<file path="config.mk">
export PLATFORM = sky130hd
export DESIGN_NAME = bpsk_symbol_scheduler
export DESIGN_NICKNAME = d
export VERILOG_FILES = /design/src/rtl/bpsk_symbol_scheduler.sv
export SDC_FILE = /design/constraint.sdc
export NUM_CORES = 1
export LEC_CHECK = 0
export ABC_CLOCK_PERIOD_IN_PS = 4400
export CORE_MARGIN = 2
export CORE_UTILIZATION = 59
export CTS_BUF_LIST = sky130_fd_sc_hd__clkbuf_4 sky130_fd_sc_hd__clkbuf_8
export CTS_CLUSTER_SIZE = 40
export DETAILED_ROUTE_END_ITERATION = 10
export PLACE_DENSITY = 0.88
export SYNTH_ARGS = -nofsm -noshare
export SYNTH_HDL_FRONTEND = slang
export SYNTH_SLANG_ARGS = --single-unit
</file>
<file path="constraint.sdc">
create_clock -name clk_sig -period 4.4 [get_ports clk_sig]
set_input_delay 0.66 -clock clk_sig [delete_from_list [all_inputs] [get_ports clk_sig]]
set_output_delay 0.66 -clock clk_sig [all_outputs]
set_load 0.01 [all_outputs]
</file>
<file path="src/rtl/bpsk_symbol_scheduler.sv">
`default_nettype none
// ============================================================================
// bpsk_symbol_scheduler - BPSK burst framer: warm-up, alternating preamble,
// then FIFO-fed data symbols applied as sign flips on an external carrier.
// Revision: 1.0
// ============================================================================

module bpsk_symbol_scheduler #(
  parameter int CYC_PER_SYM = 4,
  parameter int PRE_LEN     = 8,
  parameter int FIFO_DEPTH  = 4
) (
  input  logic               clk_sig,
  input  logic               reset_sig,
  input  logic               start_sig,
  input  logic               bit_valid,
  input  logic               bit_data,
  output logic               bit_ready,
  input  logic signed [15:0] carrier_sig,
  input  logic               cycle_sig,
  output logic               carrier_en,
  output logic signed [15:0] mod_sig,
  output logic               sym_sig,
  output logic               busy_sig
);

  localparam int AW = (FIFO_DEPTH > 1) ? $clog2(FIFO_DEPTH) : 1;
  localparam int CW = $clog2(FIFO_DEPTH + 1);

  localparam logic [3:0]    c_per_last = 4'(CYC_PER_SYM - 1);
  localparam logic [7:0]    c_pre_last = 8'(PRE_LEN - 1);
  localparam logic [AW-1:0] c_ptr_last = AW'(FIFO_DEPTH - 1);
  localparam logic [CW-1:0] c_cnt_full = CW'(FIFO_DEPTH);

  typedef enum logic [1:0] {
    S_IDLE = 2'd0,
    S_WARM = 2'd1,
    S_PRE  = 2'd2,
    S_DATA = 2'd3
  } state_t;

  state_t             state_q, state_d;
  logic [3:0]         per_q, per_d;
  logic [7:0]         pre_q, pre_d;
  logic               sign_q, sign_d;
  logic signed [15:0] mod_q, mod_d;
  logic               sym_q, sym_d;
  logic               en_q, en_d;
  logic               busy_q, busy_d;

  logic               mem_q [FIFO_DEPTH];
  logic [AW-1:0]      wr_q, rd_q;
  logic [CW-1:0]      cnt_q;

  logic               w_full, w_empty, w_push, w_pop, w_head;
  logic               w_in_sym, w_per_last, w_boundary, w_data_step;
  logic               w_active_d;
  logic [7:0]         w_pre_inc;
  logic signed [15:0] w_neg;

  assign w_full  = (cnt_q == c_cnt_full);
  assign w_empty = (cnt_q == '0);
  assign w_head  = mem_q[rd_q];
  assign w_push  = bit_valid && !w_full;

  assign w_in_sym    = (state_q == S_PRE) || (state_q == S_DATA);
  assign w_per_last  = (per_q == c_per_last);
  assign w_boundary  = cycle_sig && ((state_q == S_WARM) || (w_in_sym && w_per_last));
  // Boundaries that need a data bit: every DATA boundary plus the one closing the preamble.
  assign w_data_step = w_boundary &&
                       ((state_q == S_DATA) || ((state_q == S_PRE) && (pre_q == c_pre_last)));
  assign w_pop       = w_data_step && !w_empty;
  assign w_pre_inc   = pre_q + 8'd1;

  assign w_neg = (carrier_sig == 16'sh8000) ? 16'sh7FFF : -carrier_sig;

  always_comb begin
    state_d = state_q;
    per_d   = per_q;
    pre_d   = pre_q;
    sign_d  = sign_q;
    unique case (state_q)
      S_IDLE: begin
        if (start_sig) state_d = S_WARM;
      end
      S_WARM: begin
        if (cycle_sig) begin
          state_d = S_PRE;
          per_d   = '0;
          pre_d   = '0;
          sign_d  = 1'b0;
        end
      end
      S_PRE, S_DATA: begin
        if (cycle_sig) begin
          if (w_per_last) begin
            per_d = '0;
            if (w_data_step) begin
              if (w_empty) begin
                state_d = S_IDLE;
              end else begin
                state_d = S_DATA;
                sign_d  = w_head;
              end
            end else begin
              pre_d  = w_pre_inc;
              sign_d = w_pre_inc[0];
            end
          end else begin
            per_d = per_q + 4'd1;
          end
        end
      end
      default: state_d = S_IDLE;
    endcase

    // Outputs follow the next state so a boundary's sign hits that cycle's sample.
    w_active_d = (state_d == S_PRE) || (state_d == S_DATA);
    en_d       = (state_d != S_IDLE);
    busy_d     = (state_d != S_IDLE);
    sym_d      = w_boundary && w_active_d;
    mod_d      = w_active_d ? (sign_d ? w_neg : carrier_sig) : 16'sd0;
  end

  always_ff @(posedge clk_sig or posedge reset_sig) begin
    if (reset_sig) begin
      state_q <= S_IDLE;
      per_q   <= '0;
      pre_q   <= '0;
      sign_q  <= 1'b0;
      mod_q   <= '0;
      sym_q   <= 1'b0;
      en_q    <= 1'b0;
      busy_q  <= 1'b0;
    end else begin
      state_q <= state_d;
      per_q   <= per_d;
      pre_q   <= pre_d;
      sign_q  <= sign_d;
      mod_q   <= mod_d;
      sym_q   <= sym_d;
      en_q    <= en_d;
      busy_q  <= busy_d;
    end
  end

  always_ff @(posedge clk_sig or posedge reset_sig) begin
    if (reset_sig) begin
      wr_q  <= '0;
      rd_q  <= '0;
      cnt_q <= '0;
    end else begin
      if (w_push) wr_q <= (wr_q == c_ptr_last) ? '0 : wr_q + AW'(1);
      if (w_pop)  rd_q <= (rd_q == c_ptr_last) ? '0 : rd_q + AW'(1);
      if (w_push && !w_pop)      cnt_q <= cnt_q + CW'(1);
      else if (w_pop && !w_push) cnt_q <= cnt_q - CW'(1);
    end
  end

  always_ff @(posedge clk_sig) begin
    if (w_push) mem_q[wr_q] <= bit_data;
  end

  assign bit_ready  = !w_full;
  assign carrier_en = en_q;
  assign mod_sig    = mod_q;
  assign sym_sig    = sym_q;
  assign busy_sig   = busy_q;

endmodule

`default_nettype wire

</file>
==> summary.txt <==
OUTCOME
----------------------------------------------------------------------------------------
Run status                                                                  finished, final reports clean

STA
----------------------------------------------------------------------------------------
Tmin final                                                                       3010 ps
Least-Margin Pin Slew                                                             809 ps
Share of the clock period used by the worst path after layout                      68.4%
Final setup skew                                                                 8.78 ps
RSZ-0062 raised after global routing                                               false
Tightest hold margin                                                              501 ps
Endpoints failing setup                                                                0
Max-slew violation count                                                               0
Max transition margin                                                              46.0%
Fin. Hold Viols                                                                        0
TNS Setup                                                                           0 ps
F_max                                                                            332 MHz

CLOCKING
----------------------------------------------------------------------------------------
CTS sink count                                                                        44
Worst-Skew Late Latency                                                           290 ps
Clock buffer count from CTS                                                            5
Clock-pin slew on the worst setup and hold paths                                   70 ps
Post-cts sizing count                                                                  0
CTS tree                                                                             yes
H-Tree Depth                                                                           2
Number of buffers added for setup after CTS                                            0
CTS Hold Bufs                                                                          0
Clock Tree Root                                                                 clkbuf_8
Maximum clock path buffer count                                                        2

WORST HOLD PATH
----------------------------------------------------------------------------------------
Worst hold path class                                                         reg -> reg

WORST SETUP PATH
----------------------------------------------------------------------------------------
Critical path launch point type                                                input pin
Data required time at the worst endpoint                                         4560 ps
Critical setup path kind                                                       in -> reg
Maximum fanout along the worst path                                                   32
Data arrival time of the worst path                                              3170 ps
Crit path capture type                                                         flip-flop

FLOORPLANNING
----------------------------------------------------------------------------------------
DIE WIDTH                                                                        67.3 um
Die outline height                                                               67.3 um
Initial core utilization                                                           60.4%
Core region area                                                            0.00391 mm^2
Floorplan row count                                                                   23
Die ar.                                                                     0.00453 mm^2
Number of ports placed on the die boundary                                            42

POWER
----------------------------------------------------------------------------------------
Reported leakage power                                                           1.18 nW
Max IR drop VDD                                                                   281 uV
Total power divided by cell area                                             512 mW/mm^2
Tot Pwr                                                                          1.48 mW

YOSYS
----------------------------------------------------------------------------------------
EDFF count, synth                                                                      4
Cells after synthesis                                                                240
Part of the Yosys area used for sequential elements                                47.4%
FF+latch count, synth                                                                 44
Synth Flop Type                                                                  dfrtp_1
Syn_area_per_cell                                                              9.85 um^2
Number of warnings issued by yosys                                                     0
Fraction of synthesis flops using an asynchronous set or reset pin                 90.9%
Post-synthesis instance area                                                0.00236 mm^2
Number of nets in the synthesized netlist                                            272
Number of unique standard cell types used by synthesis                                42

GLOBAL ROUTING
----------------------------------------------------------------------------------------
Largest net degree at the start of global routing                                     41
Wire length of the first global-routing pass                                     7960 um
Vias in the first global route                                                      1759
Aggregate global routing overflow                                                      0
Antenna violations before repair                                                       0
GRT Util Overall                                                                   23.8%

DRT
----------------------------------------------------------------------------------------
Iteration-0 DRC count of the detailed router                                         124
Drc violations                                                                         0
Routed wire per std cell                                                         14.0 um
Vias                                                                                1928
Avg Vias per Cell                                                                   5.82
WL final                                                                         4650 um
Number of detailed-routing iterations run before antenna repair                        5
Antenna violation net count after detailed routing                                     0

LAYOUT
----------------------------------------------------------------------------------------
Synth-to-layout area growth                                                        22.6%
Area of combinational cells with multiple inputs                            0.00110 mm^2
Count of inserted antenna diode cells                                                  0
Share of final-layout standard cells stronger than drive strength 1                6.41%
Post-route design area                                                      0.00290 mm^2
Final net count                                                                      312
Count of filler cells inserted in the layout                                         287
FF+latch area                                                               0.00112 mm^2
Final design utilization                                                           74.0%

PLACED DESIGN
----------------------------------------------------------------------------------------
Total half-perimeter wirelength after legalization and detailed placement        3380 um
Input/output buffers                                                                  41
Final GP Congestion                                                                0.818
Post-place instance area                                                    0.00279 mm^2

FLOW RUN
----------------------------------------------------------------------------------------
Max-Cap Viols                                                                          0

[area by class of cell]
| type | instances | share of cell area [%] |
|---|---|---|
| Inverter | 19 | 2.46 |
| Sequential cell | 44 | 38.7 |
| Tap cell | 50 | 2.16 |
| Multi-Input combinational cell | 167 | 38.1 |
| Timing Repair Buffer | 43 | 14.7 |
| Clock buffer | 6 | 2.63 |
| Clock inverter | 2 | 1.21 |
[flip-flops by register name (all words and copies together), names as in the netlist]
register  flops
cnt_q         3
per_q         4
wr_q          2
mem_q         4
sym_sig       1
state_q       2
sign_q        1
busy_sig      1
mod_sig      16
rd_q          2
pre_q         8
[cell usage after synthesis (2+ instances only)]
master / number / area share, %
dfrtp_1: 40 / 42
nand3_1: 10 / 2.1
or3_1: 6 / 1.6
nor4_1: 4 / 1.1
xnor2_1: 6 / 2.2
and2_1: 3 / 0.79
nor3_1: 9 / 1.9
inv_1: 19 / 3.0
and3_1: 5 / 1.3
ha_1: 9 / 4.8
buf_6: 2 / 0.95
a311oi_1: 15 / 5.6
nand4_1: 5 / 1.3
buf_2: 2 / 0.42
nand2_1: 22 / 3.5
mux2_2: 2 / 0.95
nand2b_1: 5 / 1.3
xor2_1: 2 / 0.74
o311a_1: 2 / 0.85
a21oi_1: 18 / 3.8
nor2_1: 18 / 2.9
clkbuf_1: 3 / 0.48
buf_4: 3 / 0.95
edfxtp_1: 4 / 5.1
o21ai_0: 9 / 1.9
[report_power, final]
group,total (mW),switching (mW),internal [mW]
registers,0.635,0.0963,0.539
clock network,0.306,0.131,0.175
logic,0.543,0.261,0.282
total,1.48,0.488,0.996
[worst paths after layout]
| kind | cells after the start | end | slack [ps] | from |
|---|---|---|---|---|
| setup / recovery | 6 | mod_sig[10]$_DFF_PP0_ | 1390 | cycle_sig |
| hold / removal | 1 | cnt_q[2]$_DFFE_PP0P_ | 500 | cnt_q[2]$_DFFE_PP0P_ |
| setup reg to reg | 7 | mod_sig[10]$_DFF_PP0_ | 1460 | per_q[0]$_DFFE_PP0P_ |
| hold reg to reg | 1 | cnt_q[2]$_DFFE_PP0P_ | 500 | cnt_q[2]$_DFFE_PP0P_ |
| max in group asynchronous | 3 | mod_sig[11]$_DFF_PP0_ | 3270 | reset_sig |
| min in group asynchronous | 3 | per_q[1]$_DFFE_PP0P_ | 790 | reset_sig |
[critical path, stage by stage]
cell             delay (ps)
clkdlybuf4s50_1         620
nand3_1                 130
or3b_1                  540
o221ai_4                670
a21oi_1                 150
a311oi_1                390
[routing by layer]
| layer | vias up | global-route usage, % | wire [um] |
|---|---|---|---|
| li1 | 943 | - | - |
| met1 | 916 | 31.4 | 2010 |
| met2 | 65 | 38.4 | 2350 |
| met3 | 4 | 6.50 | 253 |
| met4 | 0 | 7.65 | 31 |
| met5 | - | 0 | 0 |
[cell families after synthesis]
family	count (synthesis)	share of synthesized area [%]
AO/OA/AOI/OAI	51	15.3
XOR/XNOR	8	2.96
adder cells (fa/ha/maj)	10	5.61
multiplexers	3	1.91
AND/OR/NAND/NOR	95	21.0
buffers and inverters	29	5.82
flip-flops	44	47.4
[placed cells by master (no fill, tap or decap), types with 2 or more instances in the layout]
master / Yosys / routed
edfxtp_1: 4 / 4
or3_1: 6 / 6
nand2b_1: 5 / 5
nor3_1: 9 / 9
and2_1: 3 / 3
nor2_1: 18 / 18
clkdlybuf4s50_1: 0 / 41
o21ai_0: 9 / 9
xnor2_1: 6 / 6
inv_1: 19 / 19
nand3_1: 10 / 10
dfrtp_1: 40 / 40
buf_4: 3 / 2
a311oi_1: 15 / 15
nor4_1: 4 / 4
o311a_1: 2 / 2
nand4_1: 5 / 5
ha_1: 9 / 9
mux2_2: 2 / 2
and3_1: 5 / 5
xor2_1: 2 / 2
clkbuf_8: 0 / 5
nand2_1: 22 / 22
a21oi_1: 18 / 18
[through the flow]
stage | setup WS (ps) | instances
after floorplan | 1950 | 240
after global placement | 1300 | 323
after detailed placement | 1200 | 323
after CTS | 1470 | 331
after global routing | 1290 | 331
final | 1390 | 331
No activity file was read; power rests on OpenSTA's default activity.
